[src/rtl/mem_arbiter.sv]
// Round-robin arbiter sharing one fixed-latency single-port memory between
// the fetch and load/store ports; one transaction in flight, one registered ack each.
module mem_arbiter #(
    parameter int unsigned MEM_LATENCY = 1  // legal range 1..4
) (
    input  logic        clk_i,
    input  logic        rst_i,

    input  logic        if_req_i,
    input  logic [31:0] if_addr_i,
    output logic        if_ack_o,
    output logic [31:0] if_rdata_o,

    input  logic        d_req_i,
    input  logic        d_we_i,
    input  logic [31:0] d_addr_i,
    input  logic [31:0] d_wdata_i,
    input  logic [3:0]  d_be_i,
    output logic        d_ack_o,
    output logic [31:0] d_rdata_o,

    output logic        mem_req_o,
    output logic        mem_we_o,
    output logic [31:0] mem_addr_o,
    output logic [31:0] mem_wdata_o,
    output logic [3:0]  mem_be_o,
    input  logic [31:0] mem_rdata_i
);

    typedef enum logic [1:0] {StIdle, StIssue, StWait, StResp} state_e;

    localparam logic OwnIf = 1'b0;
    localparam logic OwnD  = 1'b1;
    localparam logic [1:0] CntLoad = 2'(MEM_LATENCY - 1);

    state_e      state_q, state_d;
    logic        last_grant_q, last_grant_d;
    logic        owner_q, owner_d;
    logic        we_q, we_d;
    logic [31:0] addr_q, addr_d;
    logic [31:0] wdata_q, wdata_d;
    logic [3:0]  be_q, be_d;
    logic [1:0]  cnt_q, cnt_d;
    logic [31:0] rdata_q, rdata_d;
    logic        grant_d;

    always_comb begin
        state_d      = state_q;
        last_grant_d = last_grant_q;
        owner_d      = owner_q;
        we_d         = we_q;
        addr_d       = addr_q;
        wdata_d      = wdata_q;
        be_d         = be_q;
        cnt_d        = cnt_q;
        rdata_d      = rdata_q;
        grant_d      = OwnIf;

        unique case (state_q)
            StIdle: begin
                if (if_req_i || d_req_i) begin
                    // On a tie, the port that did not win last time goes first.
                    grant_d      = d_req_i && (!if_req_i || (last_grant_q == OwnIf));
                    owner_d      = grant_d;
                    last_grant_d = grant_d;
                    if (grant_d == OwnD) begin
                        we_d    = d_we_i;
                        addr_d  = d_addr_i;
                        wdata_d = d_wdata_i;
                        be_d    = d_be_i;
                    end else begin
                        we_d    = 1'b0;
                        addr_d  = if_addr_i;
                        wdata_d = 32'h0;
                        be_d    = 4'b1111;
                    end
                    state_d = StIssue;
                end
            end
            StIssue: begin
                cnt_d   = CntLoad;
                state_d = StWait;
            end
            StWait: begin
                if (cnt_q == 2'd0) begin
                    rdata_d = we_q ? 32'h0 : mem_rdata_i;
                    state_d = StResp;
                end else begin
                    cnt_d = cnt_q - 2'd1;
                end
            end
            StResp: begin
                state_d = StIdle;
            end
            default: begin
                state_d = StIdle;
            end
        endcase
    end

    always_ff @(posedge clk_i) begin
        if (rst_i) begin
            state_q      <= StIdle;
            last_grant_q <= OwnIf;
            owner_q      <= OwnIf;
            we_q         <= 1'b0;
            addr_q       <= 32'h0;
            wdata_q      <= 32'h0;
            be_q         <= 4'h0;
            cnt_q        <= 2'd0;
            rdata_q      <= 32'h0;
        end else begin
            state_q      <= state_d;
            last_grant_q <= last_grant_d;
            owner_q      <= owner_d;
            we_q         <= we_d;
            addr_q       <= addr_d;
            wdata_q      <= wdata_d;
            be_q         <= be_d;
            cnt_q        <= cnt_d;
            rdata_q      <= rdata_d;
        end
    end

    // Outputs decode only registered state, so they drop to 0 right after reset.
    always_comb begin
        mem_req_o   = 1'b0;
        mem_we_o    = 1'b0;
        mem_addr_o  = 32'h0;
        mem_wdata_o = 32'h0;
        mem_be_o    = 4'h0;
        if_ack_o    = 1'b0;
        if_rdata_o  = 32'h0;
        d_ack_o     = 1'b0;
        d_rdata_o   = 32'h0;

        if (state_q == StIssue) begin
            mem_req_o   = 1'b1;
            mem_we_o    = we_q;
            mem_addr_o  = addr_q;
            mem_wdata_o = wdata_q;
            mem_be_o    = be_q;
        end

        if (state_q == StResp) begin
            if (owner_q == OwnD) begin
                d_ack_o   = 1'b1;
                d_rdata_o = rdata_q;
            end else begin
                if_ack_o   = 1'b1;
                if_rdata_o = rdata_q;
            end
        end
    end

endmodule

[config.mk]
export PLATFORM = sky130hd
export DESIGN_NAME = mem_arbiter
export DESIGN_NICKNAME = d
export VERILOG_FILES = /design/src/rtl/mem_arbiter.sv
export SDC_FILE = /design/constraint.sdc
export NUM_CORES = 1
export LEC_CHECK = 0
export CORE_ASPECT_RATIO = 1.2
export CORE_UTILIZATION = 28
export CTS_BUF_LIST = sky130_fd_sc_hd__clkbuf_8
export CTS_CLUSTER_DIAMETER = 200
export CTS_CLUSTER_SIZE = 25
export DETAILED_ROUTE_END_ITERATION = 7
export PLACE_DENSITY = 0.63
export SYNTH_ARGS = -nofsm -noshare
export SYNTH_HDL_FRONTEND = slang
export SYNTH_SLANG_ARGS = --single-unit
[constraint.sdc]
create_clock -name clk_i -period 2.1 [get_ports clk_i]
set_input_delay 0.63 -clock clk_i [delete_from_list [all_inputs] [get_ports clk_i]]
set_output_delay 0.63 -clock clk_i [all_outputs]
set_load 0.05 [all_outputs]
======== Word-level counts from Yosys, hierarchy flattened ========
Index checks and enable logic that the tools add are counted.
storage, ports and cells
  flip-flop bits (word level) ............. 106
  input port bits ......................... 137
  output and inout bits ................... 136
cells by class
  add/subtract/negate cells ............... 1
  equality and inequality tests ........... 6
  multiplexer cells ....................... 23
  bitwise gates (word level) .............. 1
  reductions and logical operators ........ 11
operators with widths
  kind                 count
  $mux 32              9
  $mux 4               2
  $pmux 2 s4           1
  $reduce_and 2->1     4
  $mux 1               7
  $mux 2               3
  $ne 2x2->1 const B   3
  $eq 2x2->1 const B   2
  $logic_not 2->1      2
  $pmux 2 s2           1
  $eq 2x1->1 const B   1
  $logic_or 1x1->1     2
  $reduce_bool 2->1    1
  $sub 2x1->2 const B  1
  $logic_and 1x1->1    1
  $logic_not 1->1      1
  $not 1->1            1

======== Longest topological paths before layout ========
Gate-level depths: netlist of run 1.
  depth in word-level cells ............... 4
  gate-level depth with buffers ........... 8

======== Worst setup path before layout of run 1 ========
OpenSTA, ideal clock, no wires.
  path kind ............................... reg2out
  from .................................... reg state_q[0]
  to ...................................... out if_rdata_o[22]
  data arrival time ....................... 1.986 ns
  required time ........................... 1.470 ns
  setup slack ............................. -0.516 ns
  stages on the path, launching flop included .. 5
  buffers on the path ..................... 1
  cells stage by stage .................... dfxtp_1 -> ha_1 -> nor2b_1 -> clkbuf_1 -> and2_1
on the way
  longest elaborated chain between the ends .. 2
ends and longest elaborated chain
  what                      RTL line  text
  start: declaration        36        state_e state_q, state_d;
  start signal: assignment  103       state_q <= StIdle;
  start signal: assignment  113       state_q <= state_d;
  $eq 2x2->1                145       if (state_q == StResp) begin
  $mux 32                   145
  end: declaration          12        output logic [31:0] if_rdata_o,
No other way between the ends.

======== Worst setup path after layout of run 1 ========
  from .................................... reg state_q[0]
  to ...................................... out mem_we_o
on the way
  longest elaborated chain between the ends .. 2
ends and longest elaborated chain
  what              RTL line  text
  $eq 2x1->1        137       if (state_q == StIssue) begin
  $mux 1            137
  end: declaration  23        output logic mem_we_o,
No other way between the ends.

==> results.toml, run 1 <==
[power]
ir_worst_vdd_mv = 0.5901
p_sw_share_pct = 39.81
internal-power_w = 0.005394
seqPwrFrac_pct = 31.2
comb_power_share_pct = 55.1
clkPwrFrac_pct = 13.7
p_leak_nw = 4.062
p_per_area_nw_per_um2 = 861.0
power_w = 0.008962
p_switching_w = 0.003568

[synth]
synth-edff-count = 0
seq_area_frac_synth_pct = 41.47
avgSynthCellArea_um2 = 8.375
yosysTopAreaCell = "dfxtp_1"
syn-num-nets = 756
ys.flop_type = "dfxtp_1"
yosys-top-cells-area = "dfxtp_1, and2_1, nand2_1"
syn_inst = 611
ys_async_sr_fraction_pct = 0
syn_area_um2 = 5117
netlist_top_cells_count = "dfxtp_1, and2_1, nand2_1"
ys_warn_count = 0
synth_most_common_cell = "dfxtp_1"
synth_top_area_share_pct = 41.47
yosysUniqueCellTypes = 27
ys_ff_latch = 106

[timing]
drv_slew = 0
tightest_slew_ps = 368.3
min_period_over_period_pct = 108.0
rsz0062_at_grt = "yes"
layout_setup_ws_ps = -169.0
hold_ws_ps = 465.6
setup_viol = 134
tns_ps = -14430
clock.fmax_mhz = 440.7
skew_ps = 11.00
fin_crit_ps = 2269
maxSlewHeadroom_pct = 75.45
finalHoldViolations = 0

[grt]
grt_max_degree = 57
grt_use_total_pct = 18.60
grt_pass1_vias = 5116
grt_antenna_before_repair = 0
grt_pass1_wl_um = 27460
overflow = 0

[detailed_routing]
drcViolationCount = 19
drtIter0Drc = 228
detail-route-antenna-nets = 0
drt-pass1-iter-count = 6
route.vias.total = 5244
viasPerCell = 4.780
finalWirelength_um = 18060
wire_per_inst_um = 16.46

[die]
coreArea_um2 = 17710
die_x_um = 125.4
rows = 53
dieArea_um2 = 18820
fp.dieH_um = 150.1
initial_core_util_pct = 28.90
io_pins = 273

[placement]
dpl.hpwl_um = 12110
port_buffers = 272
dpl_worst_slack_ps = -26.08
place_congestion = 0.7216

[critical_path]
start_kind = "register"
endpoint_kind = "output pin"
crit_start = "state_q[0]$_SDFFE_PP0P_"
r2r-start = "state_q[0]$_SDFFE_PP0P_"
crit_arrival_ps = 1640
worstRegToRegCells = 7
cp-endpoint = "mem_we_o"
r2r_setup_slack_ps = 180
r2r_end = "state_q[0]$_SDFFE_PP0P_"
cp_max_fo = 6
required_ps = 1470
path_class = "register to output pin"

[flow_run]
maxCapViolations = 0

[min_path]
hold_class = "register to register"

[cts]
htree_levels = 3
cts.path.max_buffers = 2
clk_pin_slew_ps = 100
cts_made_buffers = 9
cts_root_buffer = "clkbuf_8"
insertion_delay_ps = 390
numClockSinks = 106
cts_tree = "built"

[run_status]
violations = "design-rule violations, negative setup slack"
status = "finished with violations"

[final_layout]
drive_above_1_share_pct = 37.06
area_growth_pct = 103.4
final_nets = 1017
nFillCells = 1490
num_antenna_cells = 0
[critical path: stages, from the launching register on]
cell,delay (ps)
dfxtp_4,370
buf_6,120
ha_4,210
buf_6,150
buf_8,120
and2_4,160
buf_12,140
[sequential cells by signal, indices dropped and copies added, names as in the netlist]
name / flops
be_q: 4
rdata_q: 32
we_q: 1
owner_q: 1
cnt_q: 2
addr_q: 32
state_q: 2
wdata_q: 32
[cell type report]
type	count	area, um^2	share of cell area (%)
flip-flops and latches	106	2130	20.46
multi-input cells	435	3077	29.56
repair buffers	311	4706	45.21
clock buffers	10	137.6	1.322
clock inverters	6	50.05	0.4808
well taps	220	275.3	2.645
inverters	9	33.78	0.3246
[metal layers]
| layer | GRT usage [%] | vias to the layer above | routed length, um |
|---|---|---|---|
| met5 | 0 | - | 0 |
| met2 | 32.96 | 181 | 9319 |
| met4 | 8.171 | 0 | 383 |
| met3 | 4.655 | 20 | 1201 |
| met1 | 21.23 | 2414 | 7154 |
| li1 | - | 2629 | - |
[timing repair]
item,CTS,global route
endpoints found under the setup margin,135,135
pin swaps,21,11
cloned,5,5
hold buffers,0,0
buffers inserted,5,0
resized for setup,77,43
[worst min path at each step]
stage                              from                       end  cells past startpoint
2_1_floorplan   wdata_q[0]$_SDFFE_PP0P_   wdata_q[0]$_SDFFE_PP0P_                      1
3_3_place_gp   rdata_q[19]$_SDFFE_PP0P_  rdata_q[19]$_SDFFE_PP0P_                      2
3_5_place_dp    wdata_q[0]$_SDFFE_PP0P_   wdata_q[0]$_SDFFE_PP0P_                      1
4_1_cts        rdata_q[14]$_SDFFE_PP0P_  rdata_q[14]$_SDFFE_PP0P_                      2
5_1_grt        rdata_q[19]$_SDFFE_PP0P_  rdata_q[19]$_SDFFE_PP0P_                      2
6_report          cnt_q[1]$_SDFFE_PP0P_     cnt_q[1]$_SDFFE_PP0P_                      2
[placed cells by master, fill, tap and decap left out, drive strengths merged]
| cell | instances |
|---|---|
| nor2b | 4 |
| a21boi | 2 |
| dfxtp | 106 |
| nand2b | 4 |
| o211ai | 1 |
| a21oi | 36 |
| buf | 172 |
| ha | 8 |
| inv | 10 |
| clkdlybuf4s50 | 135 |
| nand4b | 32 |
| nand3 | 2 |
| and2 | 102 |
| a21bo | 1 |
| clkbuf | 14 |
| a22o | 33 |
| and3 | 32 |
| nor2 | 38 |
| o21ai | 1 |
| nor3b | 1 |
| o21a | 2 |
| nand2 | 97 |
| mux2i | 1 |
| clkinvlp | 2 |
| a311oi | 37 |
| clkinv | 3 |
| or3b | 1 |
[through the flow]
| step | std cells | cell area, um^2 | util [%] |
|---|---|---|---|
| detailed placement | 1066 | 9538 | 53.87 |
| global route | 1097 | 10410 | 58.79 |
| finish | 1097 | 10410 | 58.79 |
| floorplan | 611 | 5180 | - |
| CTS | 1092 | 10190 | 57.54 |
| global placement | 1066 | 9538 | 53.87 |
[logic make-up (layout without fill, tap and decap cells)]
family,count (synthesis),in the layout,share of synthesized area (%)
AOI/OAI and AO/OA,113,113,16.75
DFF,106,106,41.47
and+or+nand+nor,313,313,33.47
adders and majority gates,8,8,1.956
muxes,1,1,0.1956
buffers and inverters,70,336,6.161
[power by group through the flow]
stage	registers (W)	logic (W)	clock network [W]
after floorplan	0.00272	0.00238	0
after global placement	0.00277	0.00418	0
after detailed placement	0.00279	0.00420	0
after CTS	0.00278	0.00468	0.00129
after global routing	0.00287	0.00527	0.00138
final	0.00280	0.00493	0.00123
No activity file was read; power rests on OpenSTA's default activity.
==> run 2, diff against run 1 <==
--- a/config.mk
+++ b/config.mk
@@ -9,7 +9,6 @@
 export CORE_UTILIZATION = 28
 export CTS_BUF_LIST = sky130_fd_sc_hd__clkbuf_8
 export CTS_CLUSTER_DIAMETER = 200
-export CTS_CLUSTER_SIZE = 25
 export DETAILED_ROUTE_END_ITERATION = 7
 export PLACE_DENSITY = 0.63
 export SYNTH_ARGS = -nofsm -noshare
==> results of run 2 <==
The final DEF is identical to that of run 1; final timing and power are the same.
==> run 3, diff against run 2 <==
--- a/config.mk
+++ b/config.mk
@@ -11,6 +11,7 @@
 export CTS_CLUSTER_DIAMETER = 200
 export DETAILED_ROUTE_END_ITERATION = 7
 export PLACE_DENSITY = 0.63
+export SETUP_SLACK_MARGIN = 0.05
 export SYNTH_ARGS = -nofsm -noshare
 export SYNTH_HDL_FRONTEND = slang
 export SYNTH_SLANG_ARGS = --single-unit
==> run 3 against run 2 <==
The run still ends with design-rule violations, negative setup slack left. Largest cell class unchanged. Maximum frequency down 0.65%. Largest power group unchanged. Critical path depth unchanged. Flip-flop and latch count unchanged. Combinational power about the same. Via count up 0.13%.
==> results.toml, run 3 (synthesis results as in run 1) <==
[critical_path]
endpoint_kind = "output pin"
cp_max_fo = 8
slowest_stage = "dfxtp_4"
path_class = "register to output pin"
critical-path-max-stage-delay_ps = 370
start_kind = "register"
r2r_setup_slack_ps = 190
required_ps = 1470
path_cells = "ha_4 -> buf_12 -> buf_12 -> buf_16 -> and3_4 -> buf_12"
critPathMostFrequentCell = "buf_12"
crit_arrival_ps = 1650

[die]
initial_core_util_pct = 28.90
die_x_um = 125.4
rows = 53
dieArea_um2 = 18820
io_pins = 273
fp.dieH_um = 150.1
coreArea_um2 = 17710

[placement]
dpl.hpwl_um = 12110
port_buffers = 272
place_congestion = 0.7216
dp.cells = 1066

[final_layout]
drive_above_1_share_pct = 38.47
final_common_cell = "buf_12"
top_regs = "addr_q x32, rdata_q x32, wdata_q x32"
final_nets = 1016
num_antenna_cells = 0
final_cells = 1096
final_cell_mix = "buf_12, clkdlybuf4s50_1, dfxtp_1"
area_growth_pct = 103.6
nFillCells = 1492

[timing]
maxSlewHeadroom_pct = 75.43
hold_ws_ps = 465.6
tightest_slew_ps = 368.5
min_period_over_period_pct = 108.8
layout_setup_ws_ps = -183.9
fin_crit_ps = 2284
rsz0062_at_grt = "yes"
clock.fmax_mhz = 437.9
skew_ps = 11.17
setup_viol = 134
drv_slew = 0
finalHoldViolations = 0

[cts]
cts.path.max_buffers = 2
cts_tree = "built"
clk_pin_slew_ps = 100
insertion_delay_ps = 380
cts_root_buffer = "clkbuf_8"
htree_levels = 3
numClockSinks = 106
cts_made_buffers = 9

[grt]
grt_use_total_pct = 19.14
overflow = 0
grt_max_degree = 57
grt_antenna_before_repair = 0
grt_pass1_vias = 5167
grt_pass1_wl_um = 28120

[detailed_routing]
viasPerCell = 4.791
finalWirelength_um = 17830
detail-route-antenna-nets = 0
route.vias.total = 5251
drt-pass1-iter-count = 6
drtIter0Drc = 209
drcViolationCount = 19
wire_per_inst_um = 16.27

[power]
p_per_area_nw_per_um2 = 857.5
p_leak_nw = 4.067
power_w = 0.008933
ir_worst_vdd_mv = 0.5375

[flow_run]
maxCapViolations = 0

[min_path]
hold_class = "register to register"

[run_status]
status = "finished with violations"
violations = "design-rule violations, negative setup slack"
==> run 3: cell types whose count changed in the layout (fill, tap and decap cells not counted) <==
cell	change
nor2b_2	+1
and2_2	+1
buf_16	+3
and2_1	-12
ha_2	+1
nor2b_4	-1
ha_1	-1
clkbuf_16	-4
and2_4	+11
==> run 3: path summary, 6_finish.rpt <==
check | startpoint | endpoint | depth (start not counted)
worst max-delay path | state_q[1]$_SDFFE_PP0P_ | d_rdata_o[27] | 6
worst min-delay path | cnt_q[1]$_SDFFE_PP0P_ | cnt_q[1]$_SDFFE_PP0P_ | 2
worst max register to register | state_q[0]$_SDFFE_PP0P_ | state_q[0]$_SDFFE_PP0P_ | 7
worst min register to register | cnt_q[1]$_SDFFE_PP0P_ | cnt_q[1]$_SDFFE_PP0P_ | 2
==> run 3: report_power, final <==
group	total [W]	internal [W]	switching [W]
sequential	0.00280	0.00251	0.000288
combinational	0.00491	0.00240	0.00251
clock	0.00123	0.000475	0.000751
total	0.00893	0.00539	0.00355
==> run 3: cell type report <==
type / instances / area [um^2] / area share (%)
inverters: 9 / 33.78 / 0.3243
multi-input cells: 435 / 3103 / 29.79
clock buffers: 10 / 137.6 / 1.321
flip-flops and latches: 106 / 2130 / 20.44
clock inverters: 6 / 50.05 / 0.4804
repair buffers: 310 / 4688 / 45.00
well taps: 220 / 275.3 / 2.642
==> run 3: routing by layer <==
layer	wire (um)	part of all wire (%)	track usage, %
met2	9160	51	34.36
met5	0	0	0
met3	1203	6.7	4.620
met1	7060	40	21.75
met4	403	2.3	7.988
==> run 3: stage by stage <==
stage,setup slack [ps],util [%],TNS [ps],instance area (um^2)
5_1_grt,-230.4,58.84,-23150,10420
3_5_place_dp,-26.08,53.87,-261.4,9538
3_3_place_gp,3.574,53.87,0,9538
4_1_cts,-213.6,58.48,-21910,10350
2_1_floorplan,-55.43,-,-55.43,5180
6_report,-183.9,58.84,-14550,10420
==> run 3: worst max-delay path: cells and delay by family (launching register included) <==
| family | cells | cell delay, ps |
|---|---|---|
| buf+inv | 4 | 550 |
| flops | 1 | 370 |
| fa+ha+maj | 1 | 170 |
| simple gates | 1 | 180 |
==> run 3: repair_timing <==
item / CTS / global route
endpoints found under the setup margin: 136 / 135
setup buffers: 7 / 0
cloned: 8 / 0
gates resized for setup: 102 / 33
hold buffers: 0 / 0
pin swaps: 14 / 5
